File: src/rtl/serial_pkg.sv
// serial_pkg: shared serial-link types and helpers (receiver FSM states, bit-counter width)
package serial_pkg;
  typedef enum logic {IDLE, SHIFT} rx_state_t;
  function automatic int cnt_w(input int width);
    return $clog2(width + 1);
  endfunction
endpackage

File: src/rtl/sipo_shift_core.sv
// sipo_shift_core: WIDTH-bit serial-in shift register (en shifts d in, clr discards contents, nxt = value after this edge's shift); ports clk, rst (async low), en, clr, d, nxt
module sipo_shift_core #(
  parameter int WIDTH = 4,
  parameter bit MSB_FIRST = 1'b1
) (
  input  logic             clk,
  input  logic             rst,
  input  logic             en,
  input  logic             clr,
  input  logic             d,
  output logic [WIDTH-1:0] nxt
);
  logic [WIDTH-1:0] q;
  logic [WIDTH-1:0] base;
  assign base = clr ? '0 : q;
  assign nxt = MSB_FIRST ? {base[WIDTH-2:0], d} : {d, base[WIDTH-1:1]};
  always_ff @(posedge clk or negedge rst)
    if (!rst) q <= '0;
    else if (en || clr) q <= en ? nxt : '0;
endmodule

File: src/rtl/serial_word_receiver.sv
// serial_word_receiver: assembles WIDTH serial bits (D sampled when LS=1, start restarts frame) into DP with valid/ack handshake, busy while mid-word, sticky overrun; rst async active-low
module serial_word_receiver
  import serial_pkg::*;
#(
  parameter int WIDTH = 4,
  parameter bit MSB_FIRST = 1'b1
) (
  input  logic             clk,
  input  logic             rst,
  input  logic             D,
  input  logic             LS,
  input  logic             start,
  input  logic             ack,
  output logic [WIDTH-1:0] DP,
  output logic             valid,
  output logic             busy,
  output logic             overrun
);
  localparam int CW = cnt_w(WIDTH);
  rx_state_t state, state_n;
  logic [CW-1:0] cnt, cnt_n, base_cnt;
  logic [WIDTH-1:0] word;
  logic done;
  sipo_shift_core #(.WIDTH(WIDTH), .MSB_FIRST(MSB_FIRST)) u_core (
    .clk(clk),
    .rst(rst),
    .en(LS),
    .clr(start),
    .d(D),
    .nxt(word)
  );
  always_comb begin
    base_cnt = start ? '0 : cnt;
    done = LS && (base_cnt == CW'(WIDTH - 1));
    cnt_n = done ? '0 : LS ? base_cnt + CW'(1) : base_cnt;
    state_n = done ? IDLE : LS ? SHIFT : start ? IDLE : state;
  end
  always_ff @(posedge clk or negedge rst)
    if (!rst) begin
      state <= IDLE;
      cnt <= '0;
      DP <= '0;
      valid <= 1'b0;
      overrun <= 1'b0;
    end else begin
      state <= state_n;
      cnt <= cnt_n;
      if (done) begin
        DP <= word;
        valid <= 1'b1;
        if (valid && !ack) overrun <= 1'b1;
      end else if (ack) valid <= 1'b0;
    end
  assign busy = state == SHIFT;
endmodule

File: config.mk
export PLATFORM = sky130hd
export DESIGN_NAME = serial_word_receiver
export DESIGN_NICKNAME = d
export VERILOG_FILES = /design/src/rtl/serial_pkg.sv /design/src/rtl/sipo_shift_core.sv /design/src/rtl/serial_word_receiver.sv
export SDC_FILE = /design/constraint.sdc
export NUM_CORES = 1
export LEC_CHECK = 0
export CAP_MARGIN = 20
export CELL_PAD_IN_SITES_DETAIL_PLACEMENT = 1
export CELL_PAD_IN_SITES_GLOBAL_PLACEMENT = 1
export CORE_MARGIN = 1.5
export CORE_UTILIZATION = 40
export CTS_BUF_LIST = sky130_fd_sc_hd__clkbuf_8 sky130_fd_sc_hd__clkbuf_16
export DETAILED_ROUTE_END_ITERATION = 10
export PLACE_DENSITY_LB_ADDON = 0.1
export RECOVER_POWER = 100
export SYNTH_ARGS = -nofsm -noshare
export SYNTH_HDL_FRONTEND = slang
export SYNTH_SLANG_ARGS = --single-unit
File: constraint.sdc
create_clock -name clk -period 4.1 [get_ports clk]
set_clock_uncertainty 0.1 [all_clocks]
set_input_delay 1.025 -clock clk [delete_from_list [all_inputs] [get_ports clk]]
set_output_delay 1.025 -clock clk [all_outputs]
set_load 0.005 [all_outputs]
==> results of run 1 <==
-- power breakdown --
part,leakage (nW),internal [mW],total (mW),switching [mW]
sequential,0.170,0.142,0.148,0.00564
combinational,0.190,0.0267,0.0455,0.0188
clock,0.0269,0.0659,0.108,0.0425
-- cell type report --
cell class / instances / area (µm²)
clock buffer: 3 / 41.3
timing repair buffer: 12 / 120
inverter: 3 / 11.3
fill: 139 / 586
sequential: 13 / 325
clock inverter: 1 / 3.75
tap: 15 / 18.8
multi-input combinational: 28 / 211
-- registers in the layout, summed over array words and instances (netlist names) --
| register | count |
|---|---|
| DP | 4 |
| cnt | 3 |
| valid | 1 |
| overrun | 1 |
| u_core.q | 3 |
| busy | 1 |
-- critical path: stages --
cell and delay [ps]:
dlygate4sd3_1 730, nor2b_1 120, ha_1 210, ha_1 200, nand2_1 200, mux2_1 360
-- layer usage --
layer,wire length (µm),track usage [%]
met1,458,17.5
met2,539,25.8
met3,73,4.89
met4,0,5.00
met5,0,0
-- metrics by stage --
stage | setup WS, ps | hold WS (ps) | utilization [%] | cell area, µm²
after detailed placement | 1210 | 382 | 53.6 | 706
after global placement | 1290 | 357 | 53.6 | 706
after CTS | 1450 | 394 | 57.0 | 751
after global routing | 1190 | 402 | 55.6 | 732
final | 1260 | 381 | 55.6 | 732
after floorplan | 2000 | 368 | - | 578
-- cell usage after synthesis --
master / n / area, µm²
nor2_1: 3 / 11.3
a22o_1: 1 / 8.76
o21ai_1: 1 / 5.00
o2bb2ai_1: 1 / 8.76
nand2_1: 2 / 7.51
o21bai_1: 1 / 7.51
buf_6: 1 / 11.3
a21o_1: 1 / 7.51
mux2_4: 3 / 45.0
nand2b_1: 3 / 18.8
ha_1: 2 / 25.0
nand2_4: 1 / 11.3
and2b_1: 1 / 7.51
mux2i_1: 3 / 30.0
nor2b_1: 3 / 18.8
dfrtp_1: 13 / 325
xnor2_1: 1 / 8.76
inv_1: 3 / 11.3
nor2b_2: 1 / 8.76
-- how the worst min path moves through the flow --
stage                     endpoint  slack [ps]
after global routing          busy         400
after detailed placement      busy         380
after floorplan            overrun         370
after global placement     overrun         360
final                         busy         380
after CTS                     busy         390
-- layout by cell type, fill, tap and decap left out, drive strengths merged --
| cell type | instances |
|---|---|
| dfrtp | 13 |
| dlygate4sd3 | 10 |
| inv | 4 |
| nor2b | 4 |
| nand2b | 3 |
| nand2 | 3 |
| mux2 | 3 |
| nor2 | 3 |
| mux2i | 3 |
| clkbuf | 3 |
| ha | 2 |
| clkdlybuf4s50 | 2 |
| and2b | 1 |
| a22o | 1 |
| xnor2 | 1 |
| o2bb2ai | 1 |
| o21bai | 1 |
| a21o | 1 |
| o21ai | 1 |
-- cell families (layout without fill, tap and decap cells) --
kind of cell	Yosys count	count (layout)	share of synthesized area, %
AOI/OAI and AO/OA	5	5	6.49
xor gates and xnor gates	1	1	1.52
adders and majority gates	2	2	4.33
buffers and inverters	4	19	3.90
DFF	13	13	56.3
muxes	6	6	13.0
and+or+nand+nor	14	14	14.5
==> flow_metrics.tcl, run 1 <==
set metrics [dict create \
    status "finished clean" \
    wl_um 1070 \
    crit_fanout 9 \
    wire_per_inst_um 14.3 \
    port_buffers 12 \
    syn_inst 45 \
    r2r_cells 5 \
    hold_viol 0 \
    die_w_um 41.0 \
    critPathLaunchType "input port" \
    hpwl_um 848 \
    syn_to_final_growth_pct 26.6 \
    p_per_area_nw_per_um2 412 \
    final_cell_count_no_fill 75 \
    tightest_slew_ps 573 \
    cp.arrival_ps 2850 \
    rows 13 \
    worstPathRequired_ps 4110 \
    rr_startpoint "cnt[0]" \
    drc_errors 0 \
    htree_num_levels 1 \
    holdBufCountCts 0 \
    die_area_um2 1680 \
    cts_tree "yes" \
    cts_made_buffers 3 \
    tns_ps 0 \
    ys_seq_area_share_pct 56.3 \
    synth_fp_nets 53 \
    slew_headroom_pct 61.7 \
    nNetsFinal 69 \
    slew_violations 0 \
    min_period_ps 2840 \
    synth_cell_types 19 \
    crit_start "start" \
    grt_pass1_vias 357 \
    maxCapViolCount 0 \
    io_pins 13 \
    end_kind "register" \
    whs_path_depth 1 \
    clk_pin_slew_ps 50 \
    rrSetupSlack_ps 2370 \
    peakVddDrop_v 0.000218 \
    grt-ovfl-total 0 \
    via_count 364 \
    crit_type "input port to register" \
    yosys_warnings 0 \
    cts_buffer_depth 2 \
    cts_root_buffer "clkbuf_8" \
    n_antenna_cell 0 \
    setup_viol 0 \
    rsz0062_at_grt "no" \
    antenna_found_initial 0 \
    syn_area_um2 578 \
    cts.sinks 13 \
    postCtsSetupBuffers 0 \
    p_total_mw 0.302 \
    placed_cells 71 \
    grt_usage_pct 15.1 \
    leakagePower_nw 0.387 \
    viasPerCell 4.85 \
    grt_start_max_net_pins 14 \
    clkLatencyLatePin_ps 240 \
    fp.coreArea_um2 1320 \
    finalCritPeriodShare_pct 69.2 \
    min_from "busy" \
    ys_ff_latch 13 \
    firstDrtPassIters 4 \
    die_height_um 41.0 \
    syn_avg_cell_area_um2 12.8 \
    first_iter_violations 1 \
    cts.repair.resized 0 \
    critPathCapture "DP[3]" \
    drive_gt1_share_pct 6.67 \
    clock.fmax_ghz 0.353 \
    start_util_pct 43.9 \
    routabilityCongestion 0.637 \
    ant_nets 0 \
    grt_pass1_wl_um 1560 \
    hp-class "register to register" \
    worst_r2r_endpoint "DP[3]" \
]
(Power assumes the default switching activity.)
==> run 2, diff against run 1 <==
--- a/config.mk
+++ b/config.mk
@@ -9,7 +9,7 @@
 export CELL_PAD_IN_SITES_DETAIL_PLACEMENT = 1
 export CELL_PAD_IN_SITES_GLOBAL_PLACEMENT = 1
 export CORE_MARGIN = 1.5
-export CORE_UTILIZATION = 40
+export CORE_UTILIZATION = 33
 export CTS_BUF_LIST = sky130_fd_sc_hd__clkbuf_8 sky130_fd_sc_hd__clkbuf_16
 export DETAILED_ROUTE_END_ITERATION = 10
 export PLACE_DENSITY_LB_ADDON = 0.1
==> constraint.sdc (replaced) <==
create_clock -name clk -period 2.5 [get_ports clk]
set_clock_uncertainty 0.1 [all_clocks]
set_input_delay 0.625 -clock clk [delete_from_list [all_inputs] [get_ports clk]]
set_output_delay 0.625 -clock clk [all_outputs]
set_load 0.005 [all_outputs]
==> run 2 against run 1 <==
Effect of this change: utilization is 8.1 points lower; critical path type unchanged; critical path depth is the same; sequential share of layout area shrank 0.97 points.
==> flow_metrics.tcl, run 2 (synthesis results as in run 1) <==
set metrics [dict create \
    status "finished clean" \
    placed_cells 73 \
    crit_type "input port to register" \
    firstDrtPassIters 4 \
    drive_gt1_share_pct 9.84 \
    final_cell_mix "dfrtp_1 (13), dlygate4sd3_1 (10), inv_1 (4)" \
    crit_fanout 6 \
    maxCapViolCount 0 \
    via_count 360 \
    rsz0062_at_grt "no" \
    crit_slowest_cell "dlygate4sd3_1" \
    grt-ovfl-total 0 \
    leakagePower_nw 0.401 \
    rr_startpoint "cnt[0]" \
    syn_to_final_growth_pct 29.4 \
    slew_violations 0 \
    routabilityCongestion 0.680 \
    tightest_slew_ps 571 \
    cts_root_buffer "clkbuf_8" \
    wire_per_inst_um 13.4 \
    setup_slack_ps 293 \
    slew_headroom_pct 61.8 \
    crit_buf_inv 1 \
    io_pins 13 \
    grt_usage_pct 14.1 \
    die_height_um 44.9 \
    setup_viol 0 \
    critPathLaunchType "input port" \
    dp_slack_ps 181 \
    clk_pin_slew_ps 50 \
    hold_viol 0 \
    path_cells "dlygate4sd3_1 -> nor2b_1 -> ha_1 -> ha_1 -> nand2_4 -> mux2_1" \
    crit_path_frequent_cell "ha_1" \
    grt_pass1_wl_um 1930 \
    antenna_found_initial 0 \
    post-route-util_pct 47.5 \
    cp.arrival_ps 2220 \
    peakVddDrop_v 0.000327 \
    fp.coreArea_um2 1580 \
    holdBufCountCts 0 \
    largest-register "DP" \
    hp-class "register to register" \
    start_util_pct 36.7 \
    cts_made_buffers 3 \
    cts.repair.resized 0 \
    min_from "busy" \
    p_per_area_nw_per_um2 665 \
    cts_tree "yes" \
    n_antenna_cell 0 \
    stdcell_area_um2 748 \
    htree_num_levels 1 \
    first_iter_violations 4 \
    nNetsFinal 70 \
    placed_area_um2 714 \
    layout_commonest_cell "dfrtp_1" \
    ant_nets 0 \
    final_cell_count_no_fill 77 \
    end_kind "register" \
    largest_reg_flops 4 \
    rows 14 \
    tns_ps 0 \
    viasPerCell 4.68 \
    die_area_um2 2010 \
    clock.fmax_ghz 0.453 \
    cpLargestDelayFamily "buffers and inverters" \
    cts_buffer_depth 2 \
    hpwl_um 797 \
    crit_path_max_incr_delay_ps 580 \
    grt_start_max_net_pins 14 \
    min_period_ps 2210 \
    p_total_mw 0.497 \
    die_w_um 44.9 \
    postCtsSetupBuffers 0 \
    drc_errors 0 \
    n_fill_cell 177 \
    crit_start "start" \
    holdWs_ps 379 \
    port_buffers 12 \
    finalCritPeriodShare_pct 88.3 \
    worstPathRequired_ps 2520 \
    reg_top3 "DP (4), cnt (3), u_core.q (3)" \
    clkLatencyLatePin_ps 240 \
    wl_um 1030 \
    grt_pass1_vias 418 \
    cts.sinks 13 \
]
run 2: cell count changes in the layout (fill, tap and decap cells not counted), sizes merged:
cell	change
buf	+1
run 2: cell type report:
class	count	area [µm²]	share of cell area (%)
timing repair buffer	13	128	17.1
clock buffer	3	41.3	5.52
tap	16	20.0	2.68
sequential	13	325	43.5
inverter	3	11.3	1.51
clock inverter	1	3.75	0.502
multi-input combinational	28	219	29.3
run 2: where the power goes:
group	switching [mW]	internal, mW
Clock	0.0697	0.108
Combinational	0.0316	0.0452
Sequential	0.00972	0.233
run 2: metal layers:
metal  part of all wire [%]  up-vias  GRT usage, %  wire length, µm
met3                    5.7        0          4.40               59
met1                     46      170          16.8              475
met4                      0        0          8.82                0
met5                      0        -             0                0
li1                       -      179             -                -
met2                     48       11          22.0              494
run 2: worst paths after layout:
check / to / slack [ps] / depth (start not counted)
worst max-delay path: DP[3] / 290 / 6
worst min-delay path: busy / 380 / 1
max in group asynchronous: u_core.q[1] / 1200 / 1
worst min register to register: busy / 380 / 1
min in group asynchronous: DP[0] / 720 / 1
worst max register to register: DP[3] / 890 / 5
run 2: worst reg2reg max path, cell delays in order, from the launching register on:
cell,delay [ps]
dfrtp_1,360
nor2b_2,160
ha_1,200
ha_1,230
nand2_4,110
mux2_1,330
==> run 3, diff against run 2 <==
--- a/config.mk
+++ b/config.mk
@@ -8,7 +8,7 @@
 export CAP_MARGIN = 20
 export CELL_PAD_IN_SITES_DETAIL_PLACEMENT = 1
 export CELL_PAD_IN_SITES_GLOBAL_PLACEMENT = 1
-export CORE_MARGIN = 1.5
+export CORE_MARGIN = 4
 export CORE_UTILIZATION = 33
 export CTS_BUF_LIST = sky130_fd_sc_hd__clkbuf_8 sky130_fd_sc_hd__clkbuf_16
 export DETAILED_ROUTE_END_ITERATION = 10
==> run 3 against run 2 <==
Effect of this change: sequential share of layout area unchanged; worst hold slack worse by 0.71 ps; via count rose by 5.3%; register-to-register slack about the same; combinational power is 0.8% lower; non-clock buffer count is the same; worst setup slack got worse by 14 ps; critical path type unchanged; largest cell class unchanged.
==> flow_metrics.tcl, run 3 (synthesis results as in run 1) <==
set metrics [dict create \
    status "finished clean" \
    largest-register "DP" \
    p_total_mw 0.503 \
    cts_root_buffer "clkbuf_8" \
    grt_usage_pct 10.5 \
    die_w_um 49.9 \
    grt_pass1_wl_um 1880 \
    grt_pass1_vias 429 \
    htree_num_levels 1 \
    holdWs_ps 378 \
    end_kind "register" \
    wl_um 1070 \
    tightest_slew_ps 582 \
    die_height_um 49.9 \
    die_area_um2 2490 \
    clk_pin_slew_ps 60 \
    antenna_found_initial 0 \
    grt-ovfl-total 0 \
    path_cells "dlygate4sd3_1 -> nor2b_1 -> ha_1 -> ha_1 -> nand2_4 -> mux2_1" \
    cts_tree "yes" \
    rsz0062_at_grt "no" \
    crit_path_frequent_cell "ha_1" \
    p_per_area_nw_per_um2 672 \
    port_buffers 12 \
    via_count 379 \
    cts_buffer_depth 2 \
    critPathLaunchType "input port" \
    leakagePower_nw 0.401 \
    first_iter_violations 2 \
    min_period_ps 2220 \
    cpLargestDelayFamily "buffers and inverters" \
    nNetsFinal 70 \
    firstDrtPassIters 2 \
    drive_gt1_share_pct 9.84 \
    routabilityCongestion 0.808 \
    cp.arrival_ps 2240 \
    cts.repair.resized 0 \
    crit_type "input port to register" \
    dp_slack_ps 141 \
    reg_top3 "DP (4), cnt (3), u_core.q (3)" \
    finalCritPeriodShare_pct 88.8 \
    hp-class "register to register" \
    syn_to_final_growth_pct 29.4 \
    largest_reg_flops 4 \
    hold_viol 0 \
    io_pins 13 \
    drc_errors 0 \
    final_cell_mix "dfrtp_1 (13), dlygate4sd3_1 (10), inv_1 (4)" \
    postCtsSetupBuffers 0 \
    cts.sinks 13 \
    n_antenna_cell 0 \
    cts_made_buffers 3 \
    setup_slack_ps 279 \
    clock.fmax_ghz 0.450 \
    crit_buf_inv 1 \
    start_util_pct 36.7 \
    crit_fanout 6 \
    slew_headroom_pct 61.0 \
    hpwl_um 831 \
    n_fill_cell 177 \
    layout_commonest_cell "dfrtp_1" \
    viasPerCell 4.92 \
    post-route-util_pct 47.5 \
    fp.coreArea_um2 1580 \
    crit_path_max_incr_delay_ps 590 \
    rows 14 \
    crit_slowest_cell "dlygate4sd3_1" \
    slew_violations 0 \
    ant_nets 0 \
    setup_viol 0 \
    wire_per_inst_um 13.9 \
    maxCapViolCount 0 \
    tns_ps 0 \
    holdBufCountCts 0 \
    grt_start_max_net_pins 14 \
    clkLatencyLatePin_ps 240 \
    worstPathRequired_ps 2520 \
    peakVddDrop_v 0.000279 \
]
-- run 3: cell counts in the layout (fill, tap and decap cells not counted) --
No cell type changed its count.
-- run 3: worst reg2reg max path, delay by kind of cell, from the launching register on --
kind / cells / cell delay (ps)
adders and majority gates: 2 / 430
DFF: 1 / 350
muxes: 1 / 340
and+or+nand+nor: 2 / 260
-- run 3: where the power goes --
part | total [mW] | switching (mW) | internal [mW]
Clock | 0.184 | 0.0758 | 0.108
Sequential | 0.242 | 0.00943 | 0.233
Combinational | 0.0762 | 0.0313 | 0.0449
Total | 0.503 | 0.117 | 0.386
-- run 3: layout make-up --
class | count | area, µm² | share of cell area, %
inverters | 3 | 11.3 | 1.51
well taps | 16 | 20.0 | 2.68
flip-flops and latches | 13 | 325 | 43.5
multi-input cells | 28 | 219 | 29.3
clock buffers | 3 | 41.3 | 5.52
clock inverters | 1 | 3.75 | 0.502
repair buffers | 13 | 128 | 17.1
-- run 3: final timing paths --
kind                                to  cells past startpoint     from  slack, ps
setup / recovery                 DP[2]                      6    start        280
max in group asynchronous  u_core.q[0]                      1      rst       1200
hold reg to reg                overrun                      1  overrun        380
setup reg to reg                 DP[2]                      5   cnt[0]        890
min in group asynchronous        valid                      1      rst        720
hold / removal                 overrun                      1  overrun        380
-- run 3: per-layer routing --
layer  GRT usage (%)  part of all wire, %  up-vias
li1                -                    -      179
met1            12.0                   47      183
met2            15.2                   43       14
met3            3.61                  7.4        3
met4            9.22                  2.8        0
met5               0                    0        -
-- run 3: through the flow --
step	area, µm²	cells
6_report	748	77
2_1_floorplan	578	45
3_3_place_gp	714	73
3_5_place_dp	714	73
5_1_grt	748	77
4_1_cts	759	77
